==> src/rtl/bisr_ctrl_pkg.sv <==
// Shared types and constants for the BISR session controller: FSM states,
// sticky error codes and the fixed self-test (STW) operand set.
package bisr_ctrl_pkg;

  // The STW pattern is expected = mult_op1 * mult_op2 + add_op.
  localparam logic [63:0] STW_MULT_OP1 = 64'd3;
  localparam logic [63:0] STW_MULT_OP2 = 64'd5;
  localparam logic [63:0] STW_ADD_OP   = 64'd7;
  localparam logic [63:0] STW_EXPECTED = 64'd22;

  typedef enum logic [3:0] {
    IDLE,
    STW_LOAD,
    STW_RUN,
    STW_CHECK,
    MM_FSM,
    MM_LOAD,
    MM_RUN,
    DONE,
    ERR
  } state_e;

  typedef enum logic [1:0] {
    ERR_NONE         = 2'd0,
    ERR_STW_TIMEOUT  = 2'd1,
    ERR_UNREPAIRABLE = 2'd2,
    ERR_MM_TIMEOUT   = 2'd3
  } err_code_e;

endpackage

==> src/rtl/col_fault_counter.sv <==
// Combinational per-column popcount of the PE fault map; reports the worst
// column's faulty-PE count.
module col_fault_counter #(
  parameter int ROWS = 4,
  parameter int COLS = 4
) (
  input  logic [ROWS*COLS-1:0]      fault_map,
  output logic [$clog2(ROWS+1)-1:0] max_cnt
);

  localparam int CW = $clog2(ROWS+1);

  logic [CW-1:0] col_cnt;

  // NOTE: every variable gets a default at the top of always_comb so no path
  // leaves it unassigned, which would otherwise infer a latch.
  always_comb begin
    max_cnt = '0;
    col_cnt = '0;
    for (int c = 0; c < COLS; c++) begin
      col_cnt = '0;
      for (int r = 0; r < ROWS; r++) begin
        col_cnt = col_cnt + CW'(fault_map[r*COLS+c]);
      end
      if (col_cnt > max_cnt) max_cnt = col_cnt;
    end
  end

endmodule

==> src/rtl/bisr_session_ctrl.sv <==
// Session controller: interleaves periodic built-in self-test (STW) runs with
// matmul jobs, captures the PE fault map and halts on unrepairable faults.
`ifndef ROWS
`define ROWS 4
`endif
`ifndef COLS
`define COLS 4
`endif
`ifndef WORD_SIZE
`define WORD_SIZE 16
`endif

module bisr_session_ctrl
  import bisr_ctrl_pkg::*;
#(
  parameter int ROWS        = `ROWS,
  parameter int COLS        = `COLS,
  parameter int WORD_SIZE   = `WORD_SIZE,
  parameter int LOAD_CYCLES = ROWS,
  parameter int TIMEOUT     = 1024,
  parameter int TEST_PERIOD = 8
) (
  input  logic                      clk,
  input  logic                      rst,
  input  logic                      job_req,
  input  logic                      inputs_rdy,
  input  logic                      force_test,
  output logic                      job_ack,
  output logic                      STW_test_load_en,
  output logic [WORD_SIZE-1:0]      STW_mult_op1,
  output logic [WORD_SIZE-1:0]      STW_mult_op2,
  output logic [WORD_SIZE-1:0]      STW_add_op,
  output logic [WORD_SIZE-1:0]      STW_expected,
  output logic                      STW_start,
  input  logic                      STW_complete,
  input  logic [ROWS*COLS-1:0]      STW_result_mat,
  output logic                      start_fsm,
  output logic                      start_matmul,
  input  logic                      matmul_output_done,
  output logic [ROWS*COLS-1:0]      fault_map,
  output logic [$clog2(ROWS+1)-1:0] col_fault_cnt_max,
  output logic                      busy,
  output logic                      job_done,
  output logic [1:0]                err
);

  localparam int CW      = $clog2(ROWS+1);
  localparam int CNT_MAX = (TIMEOUT > LOAD_CYCLES) ? TIMEOUT : LOAD_CYCLES;
  localparam int CNT_W   = $clog2(CNT_MAX+1);
  localparam int JC_W    = (TEST_PERIOD > 1) ? $clog2(TEST_PERIOD) : 1;

  state_e            state_q, state_d;
  err_code_e         err_q, err_d;
  logic [CNT_W-1:0]  cnt_q, cnt_d;
  logic [JC_W-1:0]   job_cnt_q;
  logic              force_q;
  logic              captured_q;
  logic [CW-1:0]     col_max;

  assign STW_mult_op1 = STW_MULT_OP1[WORD_SIZE-1:0];
  assign STW_mult_op2 = STW_MULT_OP2[WORD_SIZE-1:0];
  assign STW_add_op   = STW_ADD_OP[WORD_SIZE-1:0];
  assign STW_expected = STW_EXPECTED[WORD_SIZE-1:0];
  assign err          = err_q;

  col_fault_counter #(.ROWS(ROWS), .COLS(COLS)) u_col_cnt (
    .fault_map (fault_map),
    .max_cnt   (col_max)
  );

  always_comb begin
    state_d = state_q;
    err_d   = err_q;
    cnt_d   = cnt_q;
    case (state_q)
      IDLE: begin
        if (job_req && inputs_rdy) begin
          state_d = (force_q || job_cnt_q == '0 || !captured_q) ? STW_LOAD : MM_FSM;
        end
      end
      STW_LOAD: state_d = STW_RUN;
      STW_RUN: begin
        if (STW_complete) begin
          state_d = STW_CHECK;
        end else if (cnt_q == CNT_W'(TIMEOUT)) begin
          state_d = ERR;
          err_d   = ERR_STW_TIMEOUT;
        end else begin
          cnt_d = cnt_q + 1'b1;
        end
      end
      STW_CHECK: begin
        // One spare weight proxy per column: two or more faults cannot be remapped.
        if (col_max > CW'(1)) begin
          state_d = ERR;
          err_d   = ERR_UNREPAIRABLE;
        end else begin
          state_d = MM_FSM;
        end
      end
      MM_FSM: state_d = MM_LOAD;
      MM_LOAD: begin
        if (cnt_q == CNT_W'(LOAD_CYCLES - 1)) state_d = MM_RUN;
        else cnt_d = cnt_q + 1'b1;
      end
      MM_RUN: begin
        if (matmul_output_done) begin
          state_d = DONE;
        end else if (cnt_q == CNT_W'(TIMEOUT)) begin
          state_d = ERR;
          err_d   = ERR_MM_TIMEOUT;
        end else begin
          cnt_d = cnt_q + 1'b1;
        end
      end
      DONE:    state_d = IDLE;
      ERR:     state_d = ERR;
      default: state_d = IDLE;
    endcase
    if (state_d != state_q) cnt_d = '0;
  end

  // Pulses are decoded from the next state so each registered output lines up
  // with the cycle the FSM actually spends in the corresponding state.
  always_ff @(posedge clk or negedge rst) begin
    if (!rst) begin
      state_q           <= IDLE;
      err_q             <= ERR_NONE;
      cnt_q             <= '0;
      job_cnt_q         <= '0;
      force_q           <= 1'b0;
      captured_q        <= 1'b0;
      fault_map         <= '0;
      col_fault_cnt_max <= '0;
      job_ack           <= 1'b0;
      STW_test_load_en  <= 1'b0;
      STW_start         <= 1'b0;
      start_fsm         <= 1'b0;
      start_matmul      <= 1'b0;
      job_done          <= 1'b0;
      busy              <= 1'b0;
    end else begin
      // NOTE: non-blocking assignments here so every register samples the
      // pre-edge values, independent of statement order.
      state_q          <= state_d;
      err_q            <= err_d;
      cnt_q            <= cnt_d;
      job_ack          <= (state_q == IDLE) && job_req && inputs_rdy;
      STW_test_load_en <= (state_d == STW_LOAD);
      STW_start        <= (state_d == STW_RUN) && (state_q != STW_RUN);
      start_fsm        <= (state_d == MM_FSM);
      start_matmul     <= (state_d == MM_RUN) && (state_q != MM_RUN);
      job_done         <= (state_d == DONE);
      busy             <= (state_d != IDLE);
      force_q          <= force_test ||
                          (force_q && !((state_d == STW_LOAD) && (state_q != STW_LOAD)));
      if (state_q == STW_RUN && STW_complete) begin
        fault_map  <= STW_result_mat;
        captured_q <= 1'b1;
      end
      if (state_q == STW_CHECK) col_fault_cnt_max <= col_max;
      if (state_d == DONE) begin
        job_cnt_q <= (job_cnt_q == JC_W'(TEST_PERIOD - 1)) ? '0 : job_cnt_q + 1'b1;
      end
    end
  end

endmodule
==> config.mk <==
export PLATFORM = sky130hd
export DESIGN_NAME = bisr_session_ctrl
export DESIGN_NICKNAME = d
export VERILOG_FILES = /design/src/rtl/bisr_ctrl_pkg.sv /design/src/rtl/col_fault_counter.sv /design/src/rtl/bisr_session_ctrl.sv
export SDC_FILE = /design/constraint.sdc
export NUM_CORES = 1
export LEC_CHECK = 0
export BUFFER_PORTS_ARGS = -buffer_cell sky130_fd_sc_hd__buf_2
export CAP_MARGIN = 20
export CELL_PAD_IN_SITES_DETAIL_PLACEMENT = 1
export CELL_PAD_IN_SITES_GLOBAL_PLACEMENT = 2
export CORE_MARGIN = 3
export CORE_UTILIZATION = 32
export CTS_CLUSTER_SIZE = 40
export DETAILED_ROUTE_END_ITERATION = 10
export GPL_ROUTABILITY_DRIVEN = 0
export PLACE_DENSITY = 0.94
export SLEW_MARGIN = 20
export SYNTH_ARGS = -nofsm -noshare
export SYNTH_HDL_FRONTEND = slang
export SYNTH_SLANG_ARGS = --single-unit
==> constraint.sdc <==
create_clock -name clk -period 12.2 [get_ports clk]
set_input_delay 2.44 -clock clk [delete_from_list [all_inputs] [get_ports clk]]
set_output_delay 2.44 -clock clk [all_outputs]
set_load 0.03 [all_outputs]
# Word-level counts from Yosys, hierarchy flattened
# Index checks and enable logic that the tools add are counted.
# totals
reg_bits	48
output_inout_bits	92
inputBits	23
word_cells	106
# classes
n_eq_ne	27
n_addsub	14
reduce_logical	20
n_lt_le_gt_ge	5
n_mux	25
# op_table
operator	count
$mux W11	5
$pmux W11 S3	1
$pmux W4 S8	1
$add A3 B1 Y3	8
$eq A4 B3 Y1 const B	6
$mux W4	6
$mux W3	6
$eq A4 B2 Y1 const B	3
$add A11 B1 Y11 const B	1
$eq A11 B11 Y1 const B	1
$eq A11 B2 Y1 const B	1
$mux W2	5
$ne A2 B2 Y1 const B	5
$gt A3 B3 Y1	3
$ne A3 B3 Y1 const B	3
$add A1 B1 Y2	4
$eq A4 B1 Y1 const B	2
$logic_and A1 B1 Y1	8
$reduce_bool A4 Y1	2
$gt A3 B1 Y1 const B	2
$pmux W2 S3	1
$reduce_and A6 Y1	1
$eq A4 B4 Y1 const B	1
$logic_not A4 Y1	1
other kinds (11)	14

# Depth between registers and ports, before layout
# logic_depth
depth_word	19
mapped_depth	21
ltp_nobuf	21

# Hierarchy
# Synthesis repeated with hierarchy kept, for this count alone.
# unflattened
hier_cells	332
hier_area_um2	3352.0
# by_module_without_submodules
mod	cells_per_inst	area_per_inst_um2	seq_area_each_um2	n_inst
bisr_session_ctrl	264	2778.9	1201.2	1
col_fault_counter	68	573.0	0.0	1

# Worst setup path after synthesis
# OpenSTA, ideal clock, no wires.
# synth_timing
path_kind	register to register
start	register fault_map[0]
end	register err_q[1] (netlist: err[1])
period_less_slack_ns	4.799
path_buffers	0
t_required_ns	12.056
arrival_ns	4.656
setup_ns	0.144
stages_incl_launch_ff	19
path_slack_ns	7.401
path_cell_list	dfrtp_1 -> ha_1 -> fa_1 -> ha_1 -> inv_1 -> ha_1 -> nand3_1 -> a21boi_0 -> o211ai_1 -> ha_1 -> and3b_1 -> nor2_1 -> mux2_2 -> ha_1 -> and3b_1 -> o21ai_0 -> a21boi_0 -> a211o_1 -> nand3_1
# synth_via
elab_chain_len	14
# synth_rtl
item	line_no	text
start: declaration	bisr_session_ctrl.sv:40	output logic [ROWS*COLS-1:0] fault_map,
start signal: assignment	bisr_session_ctrl.sv:158	fault_map <= STW_result_mat;
$add A1 B1 Y2 *	col_fault_counter.sv:23	col_cnt = col_cnt + CW'(fault_map[r*COLS+c]);
$add A3 B1 Y3 * (2 in series)	col_fault_counter.sv:23	
$gt A3 B1 Y1	col_fault_counter.sv:25	if (col_cnt > max_cnt) max_cnt = col_cnt;
$mux W3 *	col_fault_counter.sv:25	
$gt A3 B3 Y1	col_fault_counter.sv:25	
$mux W3 *	col_fault_counter.sv:25	
$gt A3 B3 Y1	col_fault_counter.sv:25	
$mux W3 *	col_fault_counter.sv:25	
$gt A3 B3 Y1	col_fault_counter.sv:25	
$mux W3 *	col_fault_counter.sv:25	
$gt A3 B1 Y1 *	bisr_session_ctrl.sv:94	if (col_max > CW'(1)) begin
$ne A2 B2 Y1 (no line) *	n/a	
$reduce_and A6 Y1 (no line) *	n/a	
end signal: assignment	bisr_session_ctrl.sv:146	err_q <= err_d;
end: declaration	bisr_session_ctrl.sv:53	err_code_e err_q, err_d;
# Mark *: on every way between the ends. The rest lies on a longest branch, timed or not.
# A chain may end at the register's enable or synchronous reset.

# Worst setup path after layout
# Ends and elaborated chain as after synthesis.

==> impl_metrics.yaml <==
status:
  outcome: "complete, no violations"
clocking:
  cts_tree: "done"
  postCtsSetupBuffers: 0
  clockBufferDepth: 2
  ctsHtreeMaxLevel: 2
  ctsHoldBuffers: 0
  clkSlewWorstSetupHoldPaths_ns: 0.09
  clkLatencyLatePin_ns: 0.31
  ctsResizeCount: 0
  root_buffer: "clkbuf_8"
  cts_sinks: 48
  cts_buffers: 5
logic_synthesis:
  synth_top_cell_area_share_pct: 35.4
  synth_seq_cells: 48
  syn_area_per_cell_um2: 9.71
  yosysSeqAreaShare_pct: 35.4
  synthCells: 350
  synth_commonest_cells: "buf_4 (65), dfrtp_1 (48), inv_1 (25), ha_1 (22), nand2_1 (21)"
  synth_area_um2: 3400
  synthArstFlopShare_pct: 100
  ys_types: 50
  yosys-top-cells-area: "dfrtp_1 (35%), buf_4 (14%), ha_1 (8.1%)"
  synth_top_cell_by_area: "dfrtp_1"
  synth_most_common_cell: "buf_4"
  synth-edff-count: 0
  synth-main-ff-cell: "dfrtp_1"
  synth_warnings: 0
drt:
  via_count: 2491
  routedWlPerCell_um: 14.2
  ant_nets: 0
  routed_via_density: 4.70
  drt_pre_antenna_iters: 4
  remaining_drc_errors: 0
  drtIter0Drc: 116
  wirelength_mm: 7.51
place:
  dpl.hpwl_mm: 5.98
  pre_cts_slack_ns: 6.93
  place_inst: 523
  placed_cell_area_um2: 3500
  port_buffers: 50
critical_path:
  critical_path.max_stage_delay_ns: 0.42
  worstPathArrival_ns: 5.51
  path_cells: "ha_1 > fa_1 > ha_1 > inv_1 > ha_1 > nand3b_1 > a21boi_0 > o211ai_1 > ha_1 > and3b_1 > o21ai_0 > o2111ai_1 > a21boi_0 > ha_1 > and3b_1 > o21ai_0 > a21boi_0 > a211o_1 > nand3_1"
  reg2reg_slack_ns: 6.86
  cp-end-kind: "flop"
  r2r-end: "err[1]$_DFFE_PN0P_"
  cp_slowest_cell: "o21ai_0"
  crit_path_start_kind: "flop"
  crit_top_cell: "ha_1"
  cp_num_buf_inv: 1
  crit_family: "compound AO/OA/AOI/OAI gates"
  rr_worst_depth: 19
  cp_max_fo: 4
  required_ns: 12.37
  crit_type: "flop to flop"
  reg2reg_from: "fault_map[0]$_DFFE_PN0P_"
min_path:
  worstHoldPathType: "flop to flop"
  min_to: "captured_q$_DFFE_PN0P_"
  worstHoldStart: "captured_q$_DFFE_PN0P_"
  min_path_cells: 1
global_route:
  antenna_found_initial: 0
  grt_pass1_vias: 2442
  grt_max_degree: 49
  grt-ovfl-total: 0
  grt_pass1_wl_mm: 12.0
  track_usage_pct: 12.8
die:
  dieWidth_um: 109
  initial_utilization_pct: 33.8
  row_count: 36
  ios: 115
  die-area_um2: 11900
  fp.dieH_um: 109
  design.core.area_um2: 10000
timing:
  fin_ws_ns: 6.86
  fin_crit_ns: 5.34
  fmax_mhz: 187
  relSlewSlack_pct: 39.1
  worst_pin_slew_ns: 0.911
  finClkSkew_ns: 0.0123
  drv_slew: 0
  setup_viol: 0
  hold_violations: 0
  rsz0062_at_grt: "no"
  fin_crit_sh_pct: 43.8
  finalSetupTns_ns: 0
final_layout:
  final_cell_area_um2: 3600
  n_antenna_cell: 0
  layout.nets: 446
  fillers: 1192
  final_cells: 530
  multiInputGateArea_um2: 1790
  register_area_um2: 1200
  syn2layout_area_growth_pct: 5.86
  layout-drive-gt1-share_pct: 20.9
job:
  maxCapViolCount: 0
-- placed cells by master (no fill, tap or decap), types with 4 or more instances in the layout --
master,instances
clkbuf_8,6
a21oi_1,15
mux2_2,17
nand2b_1,6
conb_1,64
o31ai_1,8
or3_1,9
or4_1,4
nor2b_1,4
ha_1,22
nor3_1,6
buf_2,50
a21boi_0,4
nor2_1,13
inv_1,25
nand3_1,12
fa_1,4
nand2_1,21
o21ai_0,13
dfrtp_1,48
-- routing by layer --
| metal | track usage [%] | share of wire, % |
|---|---|---|
| met1 | 15.6 | 41 |
| met2 | 22.5 | 52 |
| met3 | 2.84 | 5.7 |
| met4 | 4.06 | 1.3 |
| met5 | 0 | 0 |
-- area by class of cell --
class                      instances  area share (%)
timing repair buffer              51            7.17
sequential                        48            33.4
multi-input combinational        266            49.7
clock buffer                       6            2.30
tap                              133            4.63
clock inverter                     1           0.244
inverter                          25            2.61
-- how the worst max path moves through the flow --
stage / from / end / slack, ns / cells after the start
2_1_floorplan: fault_map[0]$_DFFE_PN0P_ / err[1]$_DFFE_PN0P_ / 7.40 / 18
3_3_place_gp: fault_map[0]$_DFFE_PN0P_ / err[1]$_DFFE_PN0P_ / 7.27 / 18
3_5_place_dp: fault_map[0]$_DFFE_PN0P_ / err[1]$_DFFE_PN0P_ / 6.93 / 19
4_1_cts: fault_map[0]$_DFFE_PN0P_ / err[1]$_DFFE_PN0P_ / 6.92 / 19
5_1_grt: fault_map[0]$_DFFE_PN0P_ / err[1]$_DFFE_PN0P_ / 6.54 / 18
6_report: fault_map[0]$_DFFE_PN0P_ / err[1]$_DFFE_PN0P_ / 6.86 / 19
-- per-stage QoR --
step	util, %	hold slack [ns]
3_3_place_gp	34.9	0.450
4_1_cts	35.8	0.479
3_5_place_dp	34.9	0.454
6_report	35.8	0.475
5_1_grt	35.8	0.510
2_1_floorplan	-	0.426
-- cells by family after synthesis --
| kind of cell | count (synthesis) | share of synthesized area [%] |
|---|---|---|
| adders and majority gates | 26 | 10.5 |
| AOI/OAI and AO/OA | 61 | 12.2 |
| and+or+nand+nor | 94 | 15.7 |
| DFF | 48 | 35.4 |
| buffers and inverters | 98 | 18.9 |
| muxes | 20 | 6.89 |
| xor gates and xnor gates | 1 | 0.258 |
| other | 2 | 0.221 |
-- flip-flops by register name, indices dropped and copies added (netlist names) --
signal and count:
col_fault_cnt_max 3, busy 1, start_fsm 1, captured_q 1
STW_test_load_en 1, STW_start 1, cnt_q 11, start_matmul 1
job_ack 1, err 2, job_done 1, state_q 4
force_q 1, job_cnt_q 3, fault_map 16
Power is left out: the tool's default activity adds up to more than one toggle a clock period on the data nets, which glitch-free logic cannot reach.
